$ cat config.mk
export PLATFORM = sky130hd
export DESIGN_NAME = shift_add_mul16
export DESIGN_NICKNAME = d
export VERILOG_FILES = /design/src/rtl/shift_add_mul16_pkg.sv /design/src/rtl/shift_add_mul16_adder16.sv /design/src/rtl/shift_add_mul16.sv
export SDC_FILE = /design/constraint.sdc
export NUM_CORES = 1
export LEC_CHECK = 0
export ABC_AREA = 1
export CORE_MARGIN = 3
export CORE_UTILIZATION = 50
export DETAILED_ROUTE_END_ITERATION = 12
export GPL_TIMING_DRIVEN = 0
export PLACE_DENSITY = 0.74
export SYNTH_ARGS = -nofsm -noshare
export SYNTH_HDL_FRONTEND = slang
export SYNTH_HIERARCHICAL = 1
export SYNTH_SLANG_ARGS = --single-unit
$ cat constraint.sdc
create_clock -name clk -period 6.12 [get_ports clk]
set_clock_uncertainty 0.2 [all_clocks]
set_input_delay 1.224 -clock clk [delete_from_list [all_inputs] [get_ports clk]]
set_output_delay 1.224 -clock clk [all_outputs]
set_load 0.03 [all_outputs]
$ cat src/rtl/shift_add_mul16_pkg.sv
// Shared widths, state encodings and register bundle for the
// shift-and-add multiplier.
package shift_add_mul16_pkg;

    localparam int MUL_W  = 16;
    localparam int PROD_W = 32;

    localparam logic [1:0] S_IDLE = 2'd0;
    localparam logic [1:0] S_RUN  = 2'd1;
    localparam logic [1:0] S_DONE = 2'd2;

    typedef struct packed {
        logic [MUL_W-1:0] mcand;
        logic [MUL_W-1:0] hi;
        logic [MUL_W-1:0] lo;
    } mul_regs_t;

    function automatic logic is_zero_op(
        input logic [MUL_W-1:0] a,
        input logic [MUL_W-1:0] b
    );
        return (a == '0) || (b == '0);
    endfunction

endpackage

$ cat src/rtl/shift_add_mul16_adder16.sv
// 16-bit ripple adder with carry in/out; the multiplier's add datapath.
module adder16
    import shift_add_mul16_pkg::*;
(
    input  logic [MUL_W-1:0] a,
    input  logic [MUL_W-1:0] b,
    input  logic             cin,
    output logic [MUL_W-1:0] s,
    output logic             cout
);

    assign {cout, s} = (MUL_W+1)'(a) + (MUL_W+1)'(b) + (MUL_W+1)'(cin);

endmodule

$ cat src/rtl/shift_add_mul16.sv
// Multi-cycle 16x16 unsigned shift-and-add multiplier, one op in flight,
// one adder pass per iteration, valid/ready on both sides.
module shift_add_mul16
    import shift_add_mul16_pkg::*;
#(
    parameter int ZERO_BYPASS = 1
) (
    input  logic              clk,
    input  logic              rst,
    input  logic              in_valid,
    output logic              in_ready,
    input  logic [MUL_W-1:0]  a,
    input  logic [MUL_W-1:0]  b,
    output logic              out_valid,
    input  logic              out_ready,
    output logic [PROD_W-1:0] product,
    output logic              busy
);

    logic [1:0]        state_q, state_d;
    logic [3:0]        cnt_q, cnt_d;
    mul_regs_t         regs_q, regs_d;
    logic [PROD_W-1:0] product_q, product_d;
    logic              out_valid_q, out_valid_d;

    logic [MUL_W-1:0]  add_b;
    logic [MUL_W-1:0]  add_s;
    logic              add_co;

    assign add_b = regs_q.lo[0] ? regs_q.mcand : '0;

    adder16 u_adder (
        .a    (regs_q.hi),
        .b    (add_b),
        .cin  (1'b0),
        .s    (add_s),
        .cout (add_co)
    );

    always_comb begin
        state_d     = state_q;
        cnt_d       = cnt_q;
        regs_d      = regs_q;
        product_d   = product_q;
        out_valid_d = out_valid_q;
        case (state_q)
            S_IDLE: begin
                if (in_valid) begin
                    regs_d.mcand = a;
                    regs_d.hi    = '0;
                    regs_d.lo    = b;
                    cnt_d        = '0;
                    if (ZERO_BYPASS != 0 && is_zero_op(a, b)) begin
                        state_d     = S_DONE;
                        out_valid_d = 1'b1;
                        product_d   = '0;
                    end else begin
                        state_d = S_RUN;
                    end
                end
            end
            S_RUN: begin
                // Carry-out lands in hi[15]; the adder LSB shifts into lo.
                regs_d.hi = {add_co, add_s[MUL_W-1:1]};
                regs_d.lo = {add_s[0], regs_q.lo[MUL_W-1:1]};
                cnt_d     = cnt_q + 4'd1;
                if (cnt_q == 4'd15) begin
                    state_d     = S_DONE;
                    out_valid_d = 1'b1;
                    product_d   = {add_co, add_s, regs_q.lo[MUL_W-1:1]};
                end
            end
            S_DONE: begin
                if (out_ready) begin
                    state_d     = S_IDLE;
                    out_valid_d = 1'b0;
                end
            end
            default: begin
                state_d     = S_IDLE;
                out_valid_d = 1'b0;
            end
        endcase
    end

    always_ff @(posedge clk) begin
        if (rst) begin
            state_q     <= S_IDLE;
            cnt_q       <= '0;
            regs_q      <= '0;
            product_q   <= '0;
            out_valid_q <= 1'b0;
        end else begin
            state_q     <= state_d;
            cnt_q       <= cnt_d;
            regs_q      <= regs_d;
            product_q   <= product_d;
            out_valid_q <= out_valid_d;
        end
    end

    assign in_ready  = (state_q == S_IDLE);
    assign busy      = (state_q == S_RUN) || (state_q == S_DONE);
    assign out_valid = out_valid_q;
    assign product   = product_q;

endmodule

==> run_results.csv <==
group,metric,value,unit
layout,drive_gt1_frac,0.05938,
layout,n_antenna_cell,0,
sta,fin_setup_tns,0,ns
power,p_int,1.294,mW
route,first_iter_violations,339,
sta,finalHoldViolCount,0,
global_routing,grt_overflow,0,
route,firstDrtPassIters,7,
outcome,status,"finished clean",
floorplanning,core,0.009284,mm2
placed_design,place_congestion,0.9081,
critical_path,ff2ff_path_depth,15,
floorplanning,rows,35,
job,cap_violations,0,
sta,finalSetupViolCount,0,
placed_design,placed_cell_area,0.005660,mm2
route,ant_nets,0,
clock_tree,cts.hold.buffers_added,0,
floorplanning,start_util,0.5168,
clock_tree,root_buffer,"clkbuf_8",
power,switching_share,0.4289,
synth,synth_compound_area_frac,0.1074,
layout,nNetsFinal,894,
synth,ys.flop_type,"dfxtp_1",
synth,synth-adder-area-share,0.05789,
power,p_seq_frac,0.358,
synth,syn_inst,756,
layout,fillers,904,
synth,synth_commonest_cells,"nand2_1, nor2_1, dfxtp_1, inv_1, a21oi_1",
synth,syn-cell-area,0.004798,mm2
global_routing,grt_max_degree,16,
route,routed_wl,12200,um
critical_path,arrival,1.77,ns
clock_tree,cts_made_buffers,9,
floorplanning,die_height,104.0,um
placed_design,portBuffers,70,
power,switchingPower,0.9718,mW
layout,syn_to_final_growth,22.24,%
min_path,hold_class,"reg -> reg",
global_routing,antenna_found_initial,0,
route,drc,0,
synth,avgSynthCellArea,6.347,um2
floorplanning,die_w,104.0,um
power,total_power,2.266,mW
sta,grt_setup_unrepaired,"no",
sta,max_freq,0.3133,GHz
global_routing,grt_use_total,0.2294,
sta,relSlewSlack,0.6085,
synth,ys_warn_count,6,
global_routing,grt_pass1_wl,20720,um
power,pwr-share-clk,0.184,
critical_path,crit_type,"reg -> out",
synth,synth_area_leaders,"dfxtp_1, nand2_1, nor2_1",
clock_tree,post_cts_resized,0,
min_path,whs_path_depth,2,
clock_tree,h-tree-depth,3,
placed_design,place_hpwl,9850,um
synth,synth_edf_count,0,
route,viasPerCell,4.959,
synth,synth_top_family_by_area,"simple AND/OR/NAND/NOR gates",
sta,period_share,0.5216,
critical_path,critPathLaunch,"state_q[0]",
synth,synth_top_area_share,0.3630,
synth,synth_most_common_cell,"nand2_1",
clock_tree,cts_tree,"yes",
synth,async_reset_ff_frac,0,
clock_tree,postCtsSetupBuffers,0,
synth,synth_nets,813,
clock_tree,worstSkewPairLatency,0.36,ns
power,p_leak,2.785,nW
floorplanning,ios,71,
synth,synth_cell_types,32,
critical_path,reg2reg_from,"regs_q[0]",
power,ir_drop,0.2248,mV
power,power_density,386.3,mW/mm2
route,num_vias,4815,
synth,ys_seq_area_frac,0.3630,
critical_path,reg2reg_slack,3.35,ns
synth,synthMuxAreaShare,0,
critical_path,critPathCapture,"in_ready",
sta,slew_viol_final,0,
power,power_frac_comb,0.459,
critical_path,reg2reg_to,"product[23]",
route,routedWlPerCell,12.56,um
sta,tightest_slew,0.5873,ns
layout,fin_area,0.005866,mm2
critical_path,end_kind,"output pin",
sta,period_needed,3.192,ns
clock_tree,clockBufferDepth,2,
critical_path,critPathRequiredTime,4.70,ns
synth,yosysTopAreaCell,"dfxtp_1",
global_routing,grt_pass1_vias,4484,
critical_path,start_kind,"flip-flop",
synth,synth_xor_xnor_area_share,0.01278,
floorplanning,die-area,0.01081,mm2
clock_tree,clk_pin_slew_worst_paths,0.09,ns
synth,synth-simple-area-share,0.3614,
synth,synth-seq-cells,87,
clock_tree,cts.sinks,87,
critical_path,cp_max_fo,6,
==> registers in the layout, indices dropped and copies added, names as in the netlist <==
register and flops:
regs_q 48, cnt_q 4, product 32, state_q 2, out_valid 1
==> critical path, cell delays in order (launching register included) <==
cell and delay, ns:
dfxtp_1 0.33, inv_1 0.08, ha_1 0.27, clkdlybuf4s50_1 0.71
==> worst min-delay path by stage <==
stage                from    endpoint  slack [ns]
2_1_floorplan  regs_q[18]  regs_q[18]        0.25
3_3_place_gp   regs_q[23]  regs_q[23]        0.26
3_5_place_dp   regs_q[23]  regs_q[23]        0.26
4_1_cts        regs_q[24]  regs_q[24]        0.28
5_1_grt        regs_q[21]  regs_q[21]        0.30
6_report       regs_q[24]  regs_q[24]        0.28
==> metrics by stage <==
| step | util | setup slack (ns) | instances | hold slack [ns] |
|---|---|---|---|---|
| final | 0.6318 | 2.928 | 971 | 0.2780 |
| after global routing | 0.6318 | 2.738 | 971 | 0.2996 |
| after CTS | 0.6318 | 2.919 | 971 | 0.2781 |
| after detailed placement | 0.6097 | 2.593 | 955 | 0.2636 |
| after global placement | 0.6097 | 2.594 | 955 | 0.2568 |
| after floorplan | - | 3.467 | 756 | 0.2453 |
==> routing by layer <==
| layer | routed length [um] | track usage | up-vias |
|---|---|---|---|
| li1 | - | - | 2512 |
| met1 | 5963 | 0.3339 | 2136 |
| met2 | 5341 | 0.3533 | 153 |
| met3 | 733 | 0.04097 | 14 |
| met4 | 157 | 0.05508 | 0 |
| met5 | 0 | 0 | - |
==> power groups by stage <==
stage	Combinational, mW	Sequential [mW]	Clock [mW]
finish	1.04	0.810	0.416
global placement	1.02	0.814	0
CTS	1.04	0.808	0.423
global route	1.15	0.828	0.448
floorplan	0.523	0.968	0
detailed placement	1.04	0.821	0
==> cell usage in the layout, fill, tap and decap left out, drive strengths merged <==
| cell type | synthesis | final |
|---|---|---|
| nand4 | 2 | 2 |
| clkinvlp | 0 | 1 |
| nand2 | 258 | 258 |
| nand3 | 42 | 42 |
| nand3b | 2 | 2 |
| dfxtp | 87 | 87 |
| clkinv | 0 | 1 |
| o21bai | 1 | 1 |
| o21ai | 25 | 25 |
| clkdlybuf4s50 | 0 | 70 |
| o31ai | 1 | 1 |
| clkbuf | 27 | 38 |
| fa | 2 | 2 |
| xnor2 | 1 | 1 |
| or2 | 3 | 3 |
| a31oi | 15 | 15 |
| bufinv | 0 | 1 |
| xor2 | 6 | 6 |
| nor3b | 1 | 1 |
| nor2 | 109 | 109 |
| ha | 19 | 19 |
| buf | 10 | 10 |
| inv | 84 | 86 |
| and2 | 1 | 1 |
| a211oi | 1 | 1 |
| nor3 | 4 | 4 |
| conb | 1 | 1 |
| a21oi | 54 | 54 |
==> area by class of cell <==
cell class                      instances  area (um2)  share of cell area
Buffer                                 37       148.9             0.02538
Clock buffer                           11       141.4             0.02410
Clock inverter                          5       63.81             0.01088
Inverter                               84       315.3             0.05375
Multi-Input combinational cell        548        2592              0.4420
Sequential cell                        87        1742              0.2969
Tap cell                              129       161.4             0.02752
Timing Repair Buffer                   70       700.7              0.1195
==> cells by family after synthesis <==
| kind of cell | after synthesis |
|---|---|
| adders and majority gates | 21 |
| AOI/OAI and AO/OA | 97 |
| other | 1 |
| xor gates and xnor gates | 7 |
| and+or+nand+nor | 422 |
| buffers and inverters | 121 |
| DFF | 87 |
Note: power is estimated with default switching activity, not from simulation.
